==> src/rtl/pipe_ctrl_if.sv <==
// Control bundle between the pipeline sequencer and its five stages.
// master: the sequencer (pipe_ctrl); slave: the stage datapaths.
interface pipe_ctrl_if #(
  parameter int REG_AW = 5
);
  logic              IF_over;
  logic              ID_over;
  logic              EXE_over;
  logic              MEM_over;
  logic              WB_over;
  logic [REG_AW-1:0] ID_rs;
  logic [REG_AW-1:0] ID_rt;
  logic              ID_rs_used;
  logic              ID_rt_used;
  logic [REG_AW-1:0] EXE_wdest;
  logic [REG_AW-1:0] MEM_wdest;
  logic [REG_AW-1:0] WB_wdest;
  logic              cancel;

  logic              IF_valid;
  logic              ID_valid;
  logic              EXE_valid;
  logic              MEM_valid;
  logic              WB_valid;
  logic              IF_ID_en;
  logic              ID_EXE_en;
  logic              EXE_MEM_en;
  logic              MEM_WB_en;
  logic              next_fetch;
  logic              data_hazard;

  modport master (
    input  IF_over, ID_over, EXE_over, MEM_over, WB_over,
    input  ID_rs, ID_rt, ID_rs_used, ID_rt_used,
    input  EXE_wdest, MEM_wdest, WB_wdest, cancel,
    output IF_valid, ID_valid, EXE_valid, MEM_valid, WB_valid,
    output IF_ID_en, ID_EXE_en, EXE_MEM_en, MEM_WB_en,
    output next_fetch, data_hazard
  );

  modport slave (
    output IF_over, ID_over, EXE_over, MEM_over, WB_over,
    output ID_rs, ID_rt, ID_rs_used, ID_rt_used,
    output EXE_wdest, MEM_wdest, WB_wdest, cancel,
    input  IF_valid, ID_valid, EXE_valid, MEM_valid, WB_valid,
    input  IF_ID_en, ID_EXE_en, EXE_MEM_en, MEM_WB_en,
    input  next_fetch, data_hazard
  );
endinterface

==> src/rtl/pipe_ctrl.sv <==
// Five-stage pipeline sequencer: stage valids, allow-in chain, latch enables, RAW stall, flush.
// Optional macro PIPE_PERF_CNT_EN adds retired-instruction and ID-stall counters.
module pipe_ctrl #(
  parameter int REG_AW = 5,
  parameter int PERF_W = 32
) (
  input  logic        clk,
  input  logic        resetn,
  pipe_ctrl_if.master bus
`ifdef PIPE_PERF_CNT_EN
  ,
  output logic [PERF_W-1:0] perf_retired,
  output logic [PERF_W-1:0] perf_stall
`endif
);

  if (REG_AW < 1 || PERF_W < 1) begin : g_param_check
    $error("pipe_ctrl: REG_AW and PERF_W must be at least 1");
  end

  logic r_if_valid;
  logic r_id_valid;
  logic r_exe_valid;
  logic r_mem_valid;
  logic r_wb_valid;

  logic [REG_AW-1:0] w_rs;
  logic [REG_AW-1:0] w_rt;
  logic w_rs_hit;
  logic w_rt_hit;
  logic w_hazard;

  logic w_if_go;
  logic w_id_go;
  logic w_exe_go;
  logic w_mem_go;

  logic w_wb_allow_in;
  logic w_mem_allow_in;
  logic w_exe_allow_in;
  logic w_id_allow_in;

  logic w_if_adv;
  logic w_id_adv;
  logic w_exe_adv;
  logic w_mem_adv;

  // Register 0 is hard-wired, so it never creates a dependency.
  assign w_rs = bus.ID_rs;
  assign w_rt = bus.ID_rt;
  assign w_rs_hit = bus.ID_rs_used && (w_rs != '0) &&
                    ((w_rs == bus.EXE_wdest) || (w_rs == bus.MEM_wdest) || (w_rs == bus.WB_wdest));
  assign w_rt_hit = bus.ID_rt_used && (w_rt != '0) &&
                    ((w_rt == bus.EXE_wdest) || (w_rt == bus.MEM_wdest) || (w_rt == bus.WB_wdest));
  assign w_hazard = r_id_valid && (w_rs_hit || w_rt_hit);

  assign w_if_go  = r_if_valid  && bus.IF_over;
  assign w_id_go  = r_id_valid  && bus.ID_over && !w_hazard;
  assign w_exe_go = r_exe_valid && bus.EXE_over;
  assign w_mem_go = r_mem_valid && bus.MEM_over;

  // Backpressure ripples from WB towards IF within the same cycle.
  assign w_wb_allow_in  = !r_wb_valid  || bus.WB_over;
  assign w_mem_allow_in = !r_mem_valid || (bus.MEM_over && w_wb_allow_in);
  assign w_exe_allow_in = !r_exe_valid || (bus.EXE_over && w_mem_allow_in);
  assign w_id_allow_in  = !r_id_valid  || (bus.ID_over && !w_hazard && w_exe_allow_in);

  assign w_if_adv  = w_if_go  && w_id_allow_in;
  assign w_id_adv  = w_id_go  && w_exe_allow_in;
  assign w_exe_adv = w_exe_go && w_mem_allow_in;
  assign w_mem_adv = w_mem_go && w_wb_allow_in;

  // A flush suppresses every bus latch so no stale data moves down the pipe.
  assign bus.IF_ID_en   = w_if_adv  && !bus.cancel;
  assign bus.ID_EXE_en  = w_id_adv  && !bus.cancel;
  assign bus.EXE_MEM_en = w_exe_adv && !bus.cancel;
  assign bus.MEM_WB_en  = w_mem_adv && !bus.cancel;
  assign bus.next_fetch = resetn && (bus.IF_ID_en || bus.cancel);
  assign bus.data_hazard = w_hazard;

  assign bus.IF_valid  = r_if_valid;
  assign bus.ID_valid  = r_id_valid;
  assign bus.EXE_valid = r_exe_valid;
  assign bus.MEM_valid = r_mem_valid;
  assign bus.WB_valid  = r_wb_valid;

  // A stage that accepts but receives nothing from its predecessor turns into a bubble.
  always_ff @(posedge clk or negedge resetn) begin
    if (!resetn) begin
      r_if_valid  <= 1'b0;
      r_id_valid  <= 1'b0;
      r_exe_valid <= 1'b0;
      r_mem_valid <= 1'b0;
      r_wb_valid  <= 1'b0;
    end else begin
      r_if_valid <= 1'b1;
      if (bus.cancel) begin
        r_id_valid  <= 1'b0;
        r_exe_valid <= 1'b0;
        r_mem_valid <= 1'b0;
        r_wb_valid  <= 1'b0;
      end else begin
        if (w_id_allow_in)  r_id_valid  <= w_if_adv;
        if (w_exe_allow_in) r_exe_valid <= w_id_adv;
        if (w_mem_allow_in) r_mem_valid <= w_exe_adv;
        if (w_wb_allow_in)  r_wb_valid  <= w_mem_adv;
      end
    end
  end

`ifdef PIPE_PERF_CNT_EN
  logic [PERF_W-1:0] r_perf_retired;
  logic [PERF_W-1:0] r_perf_stall;

  // Counters wrap naturally on overflow.
  always_ff @(posedge clk or negedge resetn) begin
    if (!resetn) begin
      r_perf_retired <= '0;
      r_perf_stall   <= '0;
    end else begin
      if (r_wb_valid && bus.WB_over && !bus.cancel) r_perf_retired <= r_perf_retired + 1'b1;
      if (r_id_valid && !w_id_allow_in)             r_perf_stall   <= r_perf_stall + 1'b1;
    end
  end

  assign perf_retired = r_perf_retired;
  assign perf_stall   = r_perf_stall;
`endif

endmodule

==> src/flat_wrapper.sv <==
// flat-port wrapper written by rule: the top's interface ports become plain ports
module pipe_ctrl_flat 
#(
  parameter int REG_AW = 5,
  parameter int PERF_W = 32
)
  (clk, resetn, bus_IF_over, bus_ID_over, bus_EXE_over, bus_MEM_over, bus_WB_over, bus_ID_rs, bus_ID_rt, bus_ID_rs_used, bus_ID_rt_used, bus_EXE_wdest, bus_MEM_wdest, bus_WB_wdest, bus_cancel, bus_IF_valid, bus_ID_valid, bus_EXE_valid, bus_MEM_valid, bus_WB_valid, bus_IF_ID_en, bus_ID_EXE_en, bus_EXE_MEM_en, bus_MEM_WB_en, bus_next_fetch, bus_data_hazard);
  pipe_ctrl_if #(.REG_AW(REG_AW)) bus_i ();
  input  logic clk;
  input  logic resetn;
  input wire logic [$bits(bus_i.IF_over)-1:0] bus_IF_over;
  input wire logic [$bits(bus_i.ID_over)-1:0] bus_ID_over;
  input wire logic [$bits(bus_i.EXE_over)-1:0] bus_EXE_over;
  input wire logic [$bits(bus_i.MEM_over)-1:0] bus_MEM_over;
  input wire logic [$bits(bus_i.WB_over)-1:0] bus_WB_over;
  input wire logic [$bits(bus_i.ID_rs)-1:0] bus_ID_rs;
  input wire logic [$bits(bus_i.ID_rt)-1:0] bus_ID_rt;
  input wire logic [$bits(bus_i.ID_rs_used)-1:0] bus_ID_rs_used;
  input wire logic [$bits(bus_i.ID_rt_used)-1:0] bus_ID_rt_used;
  input wire logic [$bits(bus_i.EXE_wdest)-1:0] bus_EXE_wdest;
  input wire logic [$bits(bus_i.MEM_wdest)-1:0] bus_MEM_wdest;
  input wire logic [$bits(bus_i.WB_wdest)-1:0] bus_WB_wdest;
  input wire logic [$bits(bus_i.cancel)-1:0] bus_cancel;
  output wire logic [$bits(bus_i.IF_valid)-1:0] bus_IF_valid;
  output wire logic [$bits(bus_i.ID_valid)-1:0] bus_ID_valid;
  output wire logic [$bits(bus_i.EXE_valid)-1:0] bus_EXE_valid;
  output wire logic [$bits(bus_i.MEM_valid)-1:0] bus_MEM_valid;
  output wire logic [$bits(bus_i.WB_valid)-1:0] bus_WB_valid;
  output wire logic [$bits(bus_i.IF_ID_en)-1:0] bus_IF_ID_en;
  output wire logic [$bits(bus_i.ID_EXE_en)-1:0] bus_ID_EXE_en;
  output wire logic [$bits(bus_i.EXE_MEM_en)-1:0] bus_EXE_MEM_en;
  output wire logic [$bits(bus_i.MEM_WB_en)-1:0] bus_MEM_WB_en;
  output wire logic [$bits(bus_i.next_fetch)-1:0] bus_next_fetch;
  output wire logic [$bits(bus_i.data_hazard)-1:0] bus_data_hazard;
  assign bus_i.IF_over = bus_IF_over;
  assign bus_i.ID_over = bus_ID_over;
  assign bus_i.EXE_over = bus_EXE_over;
  assign bus_i.MEM_over = bus_MEM_over;
  assign bus_i.WB_over = bus_WB_over;
  assign bus_i.ID_rs = bus_ID_rs;
  assign bus_i.ID_rt = bus_ID_rt;
  assign bus_i.ID_rs_used = bus_ID_rs_used;
  assign bus_i.ID_rt_used = bus_ID_rt_used;
  assign bus_i.EXE_wdest = bus_EXE_wdest;
  assign bus_i.MEM_wdest = bus_MEM_wdest;
  assign bus_i.WB_wdest = bus_WB_wdest;
  assign bus_i.cancel = bus_cancel;
  assign bus_IF_valid = bus_i.IF_valid;
  assign bus_ID_valid = bus_i.ID_valid;
  assign bus_EXE_valid = bus_i.EXE_valid;
  assign bus_MEM_valid = bus_i.MEM_valid;
  assign bus_WB_valid = bus_i.WB_valid;
  assign bus_IF_ID_en = bus_i.IF_ID_en;
  assign bus_ID_EXE_en = bus_i.ID_EXE_en;
  assign bus_EXE_MEM_en = bus_i.EXE_MEM_en;
  assign bus_MEM_WB_en = bus_i.MEM_WB_en;
  assign bus_next_fetch = bus_i.next_fetch;
  assign bus_data_hazard = bus_i.data_hazard;
  pipe_ctrl #(.REG_AW(REG_AW), .PERF_W(PERF_W)) u_core (.clk(clk), .resetn(resetn), .bus(bus_i));
endmodule
==> config.mk <==
export PLATFORM = sky130hd
export DESIGN_NAME = pipe_ctrl_flat
export DESIGN_NICKNAME = d
export VERILOG_FILES = /design/src/rtl/pipe_ctrl_if.sv /design/src/rtl/pipe_ctrl.sv /design/src/flat_wrapper.sv
export SDC_FILE = /design/constraint.sdc
export NUM_CORES = 1
export LEC_CHECK = 0
export BUFFER_PORTS_ARGS = -buffer_cell sky130_fd_sc_hd__buf_2
export CAP_MARGIN = 20
export CELL_PAD_IN_SITES_DETAIL_PLACEMENT = 1
export CELL_PAD_IN_SITES_GLOBAL_PLACEMENT = 2
export CORE_ASPECT_RATIO = 0.75
export CORE_MARGIN = 2
export CORE_UTILIZATION = 21
export CTS_CLUSTER_SIZE = 24
export DETAILED_ROUTE_END_ITERATION = 8
export PLACE_DENSITY_LB_ADDON = 0.25
export SLEW_MARGIN = 20
export SYNTH_ARGS = -nofsm -noshare
export SYNTH_HDL_FRONTEND = slang
export SYNTH_SLANG_ARGS = --single-unit
==> constraint.sdc <==
create_clock -name clk -period 3.53 [get_ports clk]
set_clock_uncertainty 0.1 [all_clocks]
set_input_delay 0 -clock clk [delete_from_list [all_inputs] [get_ports clk]]
set_output_delay 0 -clock clk [all_outputs]
set_load 0.02 [all_outputs]
After elaboration in Yosys (flattened, before gate mapping). Index checks and enable logic that the tools add are counted.

Input bits: 35. Flip-flop bits (word level): 5. Output and inout port bits: 11. Word-level logic and storage cells: 64.

Mux-type cells: 8. Reduce and logical (&&, ||, !) cells: 45. Eq/ne operators: 6.

Operators with widths (count): $eq 5x5->1 (6); $logic_and 1x1->1 (23); $logic_or 1x1->1 (10); $reduce_bool 5->1 (2); $mux 1 (8); $reduce_bool 2->1 (4); $logic_not 1->1 (6).

Logic depth before layout (Yosys ltp). Gate-level depths: netlist (run 1).

Word-level depth: 14. Gate-level depth with buffers: 6. Gate-level depth less buffers: 6.

Worst setup path after synthesis (run 1). Ideal clock, no wire load.

Path type: register to output. Start: reg u_core.r_wb_valid (netlist: u_core.bus.WB_valid). End: out bus_IF_ID_en. Buffers on the path: 0. Data required time: 3430 ps. Stages on the path, launching flop included: 7. Slack: 1653 ps. Arrival: 1777 ps. Cell sequence: dfrtp_1 > nand2b_1 > a21boi_0 > o21ai_0 > and2_1 > or3b_1 > a211oi_2.

Longest elaborated chain between the ends: 10.

Ends and longest elaborated chain: from (decl) (RTL line pipe_ctrl.sv:25) `logic r_wb_valid;`; from (signal assigned) (RTL line pipe_ctrl.sv:106) `if (w_wb_allow_in) r_wb_valid <= w_mem_adv;`; $logic_not 1->1 (RTL line pipe_ctrl.sv:63) `assign w_wb_allow_in = !r_wb_valid || bus.WB_over;`; $logic_or 1x1->1 (RTL line pipe_ctrl.sv:63); $logic_and 1x1->1 (RTL line pipe_ctrl.sv:64) `assign w_mem_allow_in = !r_mem_valid || (bus.MEM_over && w_wb_allow_in);`; $logic_or 1x1->1 (RTL line pipe_ctrl.sv:64); $logic_and 1x1->1 (RTL line pipe_ctrl.sv:65) `assign w_exe_allow_in = !r_exe_valid || (bus.EXE_over && w_mem_allow_in);`; $logic_or 1x1->1 (RTL line pipe_ctrl.sv:65); $logic_and 1x1->1 (RTL line pipe_ctrl.sv:66) `assign w_id_allow_in = !r_id_valid || (bus.ID_over && !w_hazard && w_exe_allow_in);`; $logic_or 1x1->1 (RTL line pipe_ctrl.sv:66); $logic_and 1x1->1 (RTL line pipe_ctrl.sv:68) `assign w_if_adv = w_if_go && w_id_allow_in;`; $logic_and 1x1->1 (RTL line pipe_ctrl.sv:74) `assign bus.IF_ID_en = w_if_adv && !bus.cancel;`; to (decl) (RTL line flat_wrapper.sv:29) `output wire logic [$bits(bus_i.IF_ID_en)-1:0] bus_IF_ID_en;`.

No other way between the ends.

Worst setup path after layout (run 1). Ends and elaborated chain as after synthesis.

==> flow_summary.json, run 1 <==
{
  "die-area_um2": 3540,
  "grt_setup_unrepaired": "false",
  "ys_ff_latch": 5,
  "dpl.hpwl_um": 1990,
  "ioPinCount": 46,
  "rows": 17,
  "ant_nets": 0,
  "hold_viol_final": 0,
  "synthToLayoutAreaGrowth_pct": 55.4,
  "hold-worst-slack_ps": 32.9,
  "yosysUniqueCellTypes": 26,
  "final_net_count": 168,
  "fin_tns_setup_ps": 0,
  "cts_resized": 0,
  "min_period_ps": 2110,
  "track_usage_pct": 14.7,
  "overflow": 0,
  "num-fill-cells": 381,
  "syn_area_per_cell_um2": 8.17,
  "p_leak_nw": 0.478,
  "synth_cells": 79,
  "die_y_um": 52.0,
  "critPathLaunchType": "flip-flop",
  "drt-vias-per-instance": 4.46,
  "drc_errors": 0,
  "synth_edf_count": 0,
  "synth_area_um2": 646,
  "hold_path_class": "in2reg",
  "crit_fanout": 4,
  "numCtsBuffers": 3,
  "synth_seq_area_share_pct": 19.4,
  "cts_tree": "built",
  "finalCritPeriodShare_pct": 59.8,
  "syn_nets": 114,
  "vias": 758,
  "drv_slew": 0,
  "cp.arrival_ps": 2010,
  "ys_warn_count": 0,
  "yosys_most_used_dff": "dfrtp_1",
  "max_cap_violations": 0,
  "peakVddDrop_uv": 98.9,
  "antenna_cells": 0,
  "cts_max_path_buffers": 2,
  "wl_per_cell_um": 13.4,
  "cts_root_buffer": "clkbuf_8",
  "drive_gt1_share_pct": 37.9,
  "die_w_um": 68.0,
  "max_freq_ghz": 0.474,
  "outcome": "finished clean",
  "routabilityCongestion": 0.744,
  "finalSetupViolCount": 0,
  "clk_pin_slew_worst_paths_ps": 30,
  "start_util_pct": 22.0,
  "clkLatencyLatePin_ps": 230,
  "grt_max_degree": 9,
  "required_ps": 3430,
  "power_density_nw_per_um2": 263,
  "worstSetupEndpointType": "primary output",
  "port-buffer-count": 45,
  "synthArstFlopShare_pct": 100,
  "drt_iter0_markers": 1,
  "wl_um": 2280,
  "antenna_found_initial": 0,
  "critPathKind": "reg2out",
  "grt_pass1_vias": 836,
  "grt_pass1_wl_um": 3820,
  "first_pass_iters": 3,
  "coreArea_um2": 2940,
  "htree_levels": 1,
  "reg2reg_slack_ps": 1900,
  "clock_sinks": 5
}
[state kept, by name, indices dropped and copies added (netlist names)]
register and cells:
u_core.bus.EXE_valid 1, u_core.bus.ID_valid 1, u_core.bus.IF_valid 1, u_core.bus.MEM_valid 1, u_core.bus.WB_valid 1
[path summary, 6_finish.rpt]
kind                                                  from                               end  cells after the start
max in group asynchronous                           resetn  u_core.bus.MEM_valid$_DFFE_PN0P_                      2
min reg2reg                  u_core.bus.IF_valid$_DFF_PN0_   u_core.bus.ID_valid$_DFFE_PN0P_                      2
min in group asynchronous                           resetn     u_core.bus.IF_valid$_DFF_PN0_                      2
max reg2reg                u_core.bus.WB_valid$_DFFE_PN0P_   u_core.bus.ID_valid$_DFFE_PN0P_                      6
min                                            bus_ID_over  u_core.bus.EXE_valid$_DFFE_PN0P_                      4
max                        u_core.bus.WB_valid$_DFFE_PN0P_                      bus_IF_ID_en                      7
[what timing repair did]
action | CTS | global route
hold buffers | 4 | 0
setup buffers | 0 | 0
endpoints found under the hold margin | 8 | 0
[routing by layer]
layer	track usage, %	part of all wire (%)
met4	4.00	0.92
met1	18.3	46
met2	24.9	47
met5	0	0
met3	3.90	5.7
[synthesized netlist by cell type (all sizes together), types with 3 or more instances]
library cell	n	share of area, %
dfrtp	5	19
xor2	18	24
nand2b	4	3.9
xnor2	12	16
nand2	3	1.7
nand3	6	4.7
nor3	6	4.7
o21ai	3	2.3
[where the power goes]
| part | internal (mW) | total [mW] | switching [mW] |
|---|---|---|---|
| clock network | 0.0778 | 0.109 | 0.0310 |
| registers | 0.0597 | 0.0614 | 0.00174 |
| logic | 0.0448 | 0.0935 | 0.0486 |
| total | 0.182 | 0.264 | 0.0814 |
[through the flow]
step	utilization [%]	setup WS, ps	area (µm²)	total power [mW]	std cells
after floorplan	-	1650	646	0.107	79
after global routing	34.2	1210	1000	0.284	170
after global placement	31.3	1650	918	0.151	162
final	34.2	1420	1000	0.264	170
after detailed placement	31.3	1650	918	0.153	162
after CTS	34.2	1400	1000	0.270	170
[cell families (layout without fill, tap and decap cells)]
logic type | after synthesis | in the layout | synth area share (%)
xor gates and xnor gates | 30 | 30 | 40.7
and+or+nand+nor | 29 | 29 | 25.2
AOI/OAI and AO/OA | 13 | 13 | 13.6
DFF | 5 | 5 | 19.4
other | 1 | 1 | 0.581
buffers and inverters | 1 | 54 | 0.581
[placed cells by master, fill, tap and decap left out, types with 2 or more instances in the layout]
cell type,instances
a21oi_1,2
a31oi_1,2
buf_2,45
clkbuf_8,3
dfrtp_1,5
dlygate4sd3_1,4
nand2_1,3
nand2b_1,4
nand3_1,6
nor2_1,2
nor3_1,6
o21ai_1,2
o22ai_1,2
or4_1,2
xnor2_1,12
xor2_1,18
[worst max-delay path: stages (launching register included)]
cell and delay (ps):
dfrtp_1 360, nand2b_1 120, a21boi_0 120, o21ai_0 230, and2_1 170, or3b_1 380
a211oi_2 210, buf_2 190
[area by class of cell]
type	count	area [µm²]	area share (%)
sequential	5	125	12.5
multi-input combinational	73	517	51.5
tap	38	47.5	4.74
clock buffer	4	45.0	4.49
inverter	1	3.75	0.374
timing repair buffer	49	265	26.4
Note: power is estimated with default switching activity, not from simulation.
==> run 2, diff against run 1 <==
--- a/config.mk
+++ b/config.mk
@@ -5,13 +5,14 @@
 export SDC_FILE = /design/constraint.sdc
 export NUM_CORES = 1
 export LEC_CHECK = 0
+export ABC_AREA = 1
 export BUFFER_PORTS_ARGS = -buffer_cell sky130_fd_sc_hd__buf_2
 export CAP_MARGIN = 20
 export CELL_PAD_IN_SITES_DETAIL_PLACEMENT = 1
 export CELL_PAD_IN_SITES_GLOBAL_PLACEMENT = 2
 export CORE_ASPECT_RATIO = 0.75
 export CORE_MARGIN = 2
-export CORE_UTILIZATION = 21
+export CORE_UTILIZATION = 17
 export CTS_CLUSTER_SIZE = 24
 export DETAILED_ROUTE_END_ITERATION = 8
 export PLACE_DENSITY_LB_ADDON = 0.25
==> constraint.sdc (replaced) <==
create_clock -name clk -period 1.79 [get_ports clk]
set_clock_uncertainty 0.1 [all_clocks]
set_input_delay 0 -clock clk [delete_from_list [all_inputs] [get_ports clk]]
set_output_delay 0 -clock clk [all_outputs]
set_load 0.02 [all_outputs]
==> flow_summary.json, run 2 <==
{
  "outcome": "finished clean",
  "yosys.area.top_type": "nand2_1",
  "critPathLaunchType": "flip-flop",
  "coreArea_um2": 4520,
  "drc_errors": 0,
  "synthArstFlopShare_pct": 100,
  "crit_fanout": 3,
  "syn_nets": 197,
  "ioPinCount": 46,
  "min_period_ps": 1670,
  "drt-vias-per-instance": 3.81,
  "numCtsBuffers": 3,
  "dpl.hpwl_um": 2550,
  "track_usage_pct": 11.1,
  "final_cell_mix": "nand2_1, buf_2, inv_1",
  "share_comb_of_total_power_pct": 40.1,
  "pre_cts_slack_ps": 293,
  "met1_usage_pct": 18.4,
  "first_pass_iters": 4,
  "synth_cells": 162,
  "clk_pin_slew_worst_paths_ps": 40,
  "die_w_um": 83.8,
  "required_ps": 1690,
  "ys_warn_count": 0,
  "start_util_pct": 18.0,
  "grt_pass1_vias": 960,
  "sw_frac_of_total_pct": 34.5,
  "regToRegEndpoint": "u_core.bus.WB_valid$_DFFE_PN0P_",
  "ff2ff_path_depth": 3,
  "globalRouteMet3Util_pct": 2.20,
  "synth_seq_area_share_pct": 15.4,
  "finalSetupViolCount": 0,
  "routabilityCongestion": 0.773,
  "p_leak_nw": 0.782,
  "vias": 1039,
  "num-fill-cells": 626,
  "synth.top_cells.by_count": "nand2_1, inv_1, nor2_1, nand3_1, xnor2_1",
  "fin_tns_setup_ps": 0,
  "final_net_count": 252,
  "stdcell_area_um2": 1220,
  "port-buffer-count": 45,
  "cts_setup_buffers": 0,
  "yosys_most_used_dff": "dfrtp_1",
  "ys_ff_latch": 5,
  "cp.arrival_ps": 1570,
  "peakVddDrop_uv": 165,
  "synthToLayoutAreaGrowth_pct": 49.8,
  "clkLatencyLatePin_ps": 220,
  "hold_viol_final": 0,
  "syn_area_per_cell_um2": 5.01,
  "cts_tree": "built",
  "intPower_mw": 0.362,
  "p_seq_share_pct": 21.8,
  "clock_sinks": 5,
  "die_y_um": 63.9,
  "critPathKind": "reg2out",
  "yosysUniqueCellTypes": 17,
  "grt_use_met2_pct": 13.9,
  "max_freq_ghz": 0.598,
  "wl_per_cell_um": 10.7,
  "final_common_cell": "nand2_1",
  "p_clk_share_pct": 38.1,
  "htree_levels": 1,
  "synth.area.top_cells": "nand2_1, dfrtp_1, inv_1, nor2_1, xnor2_1",
  "hold_depth": 3,
  "rows": 21,
  "ant_nets": 0,
  "synth_area_um2": 812,
  "drive_gt1_share_pct": 26.9,
  "placed_cell_area_um2": 1110,
  "utilization_pct": 26.9,
  "grt_pass1_wl_um": 4670,
  "cts_max_path_buffers": 2,
  "drv_slew": 0,
  "whs_endpoint": "u_core.bus.EXE_valid$_DFFE_PN0P_",
  "switchingPower_mw": 0.191,
  "reg2reg_from": "u_core.bus.WB_valid$_DFFE_PN0P_",
  "overflow": 0,
  "cts_root_buffer": "clkbuf_8",
  "grt_max_degree": 7,
  "hold_start": "bus_ID_over",
  "drt_iter0_markers": 23,
  "antenna_found_initial": 0,
  "max_cap_violations": 0,
  "reg2reg_slack_ps": 470,
  "wl_um": 2910,
  "synth_largest_type_area_fraction_pct": 35.6,
  "final.setup.worst_slack_ps": 118,
  "worstSetupEndpointType": "primary output",
  "antenna_cells": 0,
  "power_density_nw_per_um2": 454,
  "finalCritPeriodShare_pct": 93.4,
  "hold_path_class": "in2reg",
  "die-area_um2": 5350,
  "synth_edf_count": 0,
  "yosysMostFrequentCell": "nand2_1",
  "top_usage_layer": "met1"
}
[run 2: cell types whose count changed in the layout (fill, tap and decap cells not counted), sizes merged, moves of 2 or more]
cell    before  now
inv          1   32
nand4        0    2
xnor2       12    6
nor2         2   18
a31oi        2    0
xor2        18    2
nor3         6    0
nand3        6    9
nand2        3   79
or4          2    0
nand2b       4    0
[run 2: critical path, stage by stage (launching register included)]
cell	delay, ps
dfrtp_1	360
nand2_1	80
nand2_1	90
nand2_2	90
nand2_2	70
nand2_2	70
nand2_1	80
o21bai_4	150
nand2_2	70
nor2_1	120
buf_4	160
[run 2: power groups by stage]
stage	registers (mW)	logic, mW	clock network, mW
after global routing	0.121	0.253	0.230
after floorplan	0.126	0.112	0
after CTS	0.121	0.221	0.220
final	0.121	0.221	0.210
after detailed placement	0.122	0.213	0
after global placement	0.122	0.216	0
[run 2: per-stage QoR]
stage,hold WS (ps),total power [mW],std cells
final,2.49,0.552,273
after global routing,13.9,0.605,273
after CTS,1.79,0.562,273
after detailed placement,-263,0.335,264
after global placement,-264,0.338,264
after floorplan,-396,0.238,162
[run 2: final cells by class]
cell class	count	area, µm²	share of cell area, %
multi-input combinational	125	574	47.2
timing repair buffer	50	280	23.0
sequential	5	125	10.3
inverter	32	120	9.88
clock buffer	4	45.0	3.70
tap	57	71.3	5.86
[run 2: worst max path at each step]
stage                                          from              to  slack, ps  cells after the start
floorplan           u_core.bus.WB_valid$_DFFE_PN0P_    bus_IF_ID_en        260                      9
global placement    u_core.bus.WB_valid$_DFFE_PN0P_  bus_next_fetch        310                     10
detailed placement  u_core.bus.WB_valid$_DFFE_PN0P_  bus_next_fetch        290                     10
CTS                 u_core.bus.WB_valid$_DFFE_PN0P_  bus_next_fetch         60                     10
global route        u_core.bus.WB_valid$_DFFE_PN0P_    bus_IF_ID_en         -4                     10
finish              u_core.bus.WB_valid$_DFFE_PN0P_    bus_IF_ID_en        120                     10
[run 2: metal layers]
layer / routed length [µm] / share of wire [%]
met1: 1720 / 59
met2: 1070 / 37
met3: 124 / 4.3
met4: 0 / 0
met5: 0 / 0
[run 2: kinds of logic after synthesis]
logic type / synth area share, %
compound gates: 7.55
xor+xnor: 8.63
buf+inv: 14.8
flops: 15.4
other cells: 0.462
simple gates: 53.2
[run 2: repair_timing]
item                       4_1_cts  5_1_grt
setup endpoints to repair        0        2
hold endpoints to repair         8        0
gates resized for setup          0        5
hold buffers                     5        0
==> run 3, diff against run 2 <==
--- a/config.mk
+++ b/config.mk
@@ -6,7 +6,7 @@
 export NUM_CORES = 1
 export LEC_CHECK = 0
 export ABC_AREA = 1
-export BUFFER_PORTS_ARGS = -buffer_cell sky130_fd_sc_hd__buf_2
+export BUFFER_PORTS_ARGS = -buffer_cell sky130_fd_sc_hd__buf_4
 export CAP_MARGIN = 20
 export CELL_PAD_IN_SITES_DETAIL_PLACEMENT = 1
 export CELL_PAD_IN_SITES_GLOBAL_PLACEMENT = 2
==> flow_summary.json, run 3 (synthesized netlist as in run 2, its figures left out) <==
{
  "grt_setup_unrepaired": "false",
  "cts_root_buffer": "clkbuf_8",
  "wl_um": 3070,
  "min_period_ps": 1650,
  "drc_errors": 0,
  "stdcell_area_um2": 1330,
  "final.setup.worst_slack_ps": 141,
  "grt_pass1_wl_um": 5020,
  "worst-path-buf-inv": 1,
  "required_ps": 1690,
  "p_leak_nw": 0.812,
  "routabilityCongestion": 0.788,
  "drive_gt1_share_pct": 27.8,
  "grt_pass1_vias": 1090,
  "track_usage_pct": 11.6,
  "cts_max_path_buffers": 2,
  "die_w_um": 83.8,
  "ant_nets": 0,
  "dpl.hpwl_um": 2710,
  "wl_per_cell_um": 11.2,
  "hold_viol_final": 0,
  "finalSetupViolCount": 0,
  "dpl.cell_count": 264,
  "numCtsBuffers": 3,
  "utilization_pct": 29.4,
  "clk_pin_slew_worst_paths_ps": 40,
  "port-buffer-count": 45,
  "placed_cell_area_um2": 1220,
  "cpMaxStageDelayCell": "dfrtp_1",
  "critPathLaunchType": "flip-flop",
  "clock_sinks": 5,
  "crit_family": "simple AND/OR/NAND/NOR gates",
  "power.total_mw": 0.584,
  "hold_path_class": "in2reg",
  "hold_start": "bus_EXE_over",
  "cts_setup_buffers": 0,
  "hold_depth": 3,
  "start_util_pct": 18.0,
  "fin_tns_setup_ps": 0,
  "finalCritPeriodShare_pct": 92.1,
  "drt_iter0_markers": 38,
  "max_freq_ghz": 0.607,
  "outcome": "finished clean",
  "final_cell_mix": "nand2_1, buf_4, inv_1",
  "reg2reg_from": "u_core.bus.WB_valid$_DFFE_PN0P_",
  "drv_slew": 0,
  "htree_levels": 1,
  "final_common_cell": "nand2_1",
  "drt-vias-per-instance": 3.99,
  "critPathMostFrequentCell": "nand2_2",
  "die-area_um2": 5350,
  "regToRegEndpoint": "u_core.bus.WB_valid$_DFFE_PN0P_",
  "vias": 1089,
  "die_y_um": 63.9,
  "ff2ff_path_depth": 3,
  "coreArea_um2": 4520,
  "clkLatencyLatePin_ps": 220,
  "power_density_nw_per_um2": 439,
  "instances_no_fill": 273,
  "pre_cts_slack_ps": 265,
  "num-fill-cells": 605,
  "cts_tree": "built",
  "ioPinCount": 46,
  "max_cap_violations": 0,
  "antenna_found_initial": 0,
  "grt_max_degree": 7,
  "critPathKind": "reg2out",
  "cp.arrival_ps": 1550,
  "reg2reg_slack_ps": 460,
  "rows": 21,
  "synthToLayoutAreaGrowth_pct": 63.6,
  "slowest_delay_ps": 380,
  "worstSetupEndpointType": "primary output",
  "whs_endpoint": "u_core.bus.MEM_valid$_DFFE_PN0P_",
  "peakVddDrop_uv": 194,
  "first_pass_iters": 4,
  "overflow": 0,
  "final_net_count": 252,
  "crit_fanout": 3,
  "hold-worst-slack_ps": 0.675,
  "cp_cell_sequence": "nand2_2 > nand2_2 > nand2_2 > nand2_2 > nand2_2 > nand2_1 > o21bai_4 > nand2_2 > a21oi_2 > buf_4",
  "antenna_cells": 0
}
==> run 3: per-layer routing <==
metal	vias to the layer above	share of wire, %	GRT usage, %
li1	584	-	-
met3	0	4.2	2.84
met2	22	41	17.6
met5	-	0	0
met1	483	54	17.0
met4	0	0	1.81
==> run 3: worst reg2reg max path: stages (launching register included) <==
cell and delay [ps]:
dfrtp_1 350, nand2_2 70, dlygate4sd3_1 550, o22ai_1 180
==> run 3: repair_timing <==
action | CTS | global route
endpoints found under the hold margin | 9 | 0
hold buffers | 5 | 0
gates resized for setup | 0 | 5
setup endpoints to repair | 0 | 2
==> run 3: worst max-delay path by stage <==
stage	startpoint	endpoint	slack (ps)	cells after the start
finish	u_core.bus.WB_valid$_DFFE_PN0P_	bus_next_fetch	140	10
global route	u_core.bus.WB_valid$_DFFE_PN0P_	bus_next_fetch	20	10
CTS	u_core.bus.WB_valid$_DFFE_PN0P_	bus_next_fetch	20	10
detailed placement	u_core.bus.WB_valid$_DFFE_PN0P_	bus_next_fetch	260	10
global placement	u_core.bus.WB_valid$_DFFE_PN0P_	bus_next_fetch	330	10
floorplan	u_core.bus.WB_valid$_DFFE_PN0P_	bus_IF_ID_en	260	9
==> run 3: final cells by class <==
| cell class | instances | area [µm²] | area share, % |
|---|---|---|---|
| Multi-Input combinational cell | 125 | 579 | 43.6 |
| Sequential cell | 5 | 125 | 9.42 |
| Inverter | 32 | 120 | 9.04 |
| Clock buffer | 4 | 45.0 | 3.39 |
| Timing Repair Buffer | 50 | 388 | 29.2 |
| Tap cell | 57 | 71.3 | 5.37 |
==> run 3: power breakdown <==
group	leakage [nW]	internal (mW)	switching, mW
combinational	0.723	0.116	0.132
sequential	0.0666	0.117	0.00358
clock	0.0228	0.153	0.0612
total	0.812	0.387	0.197
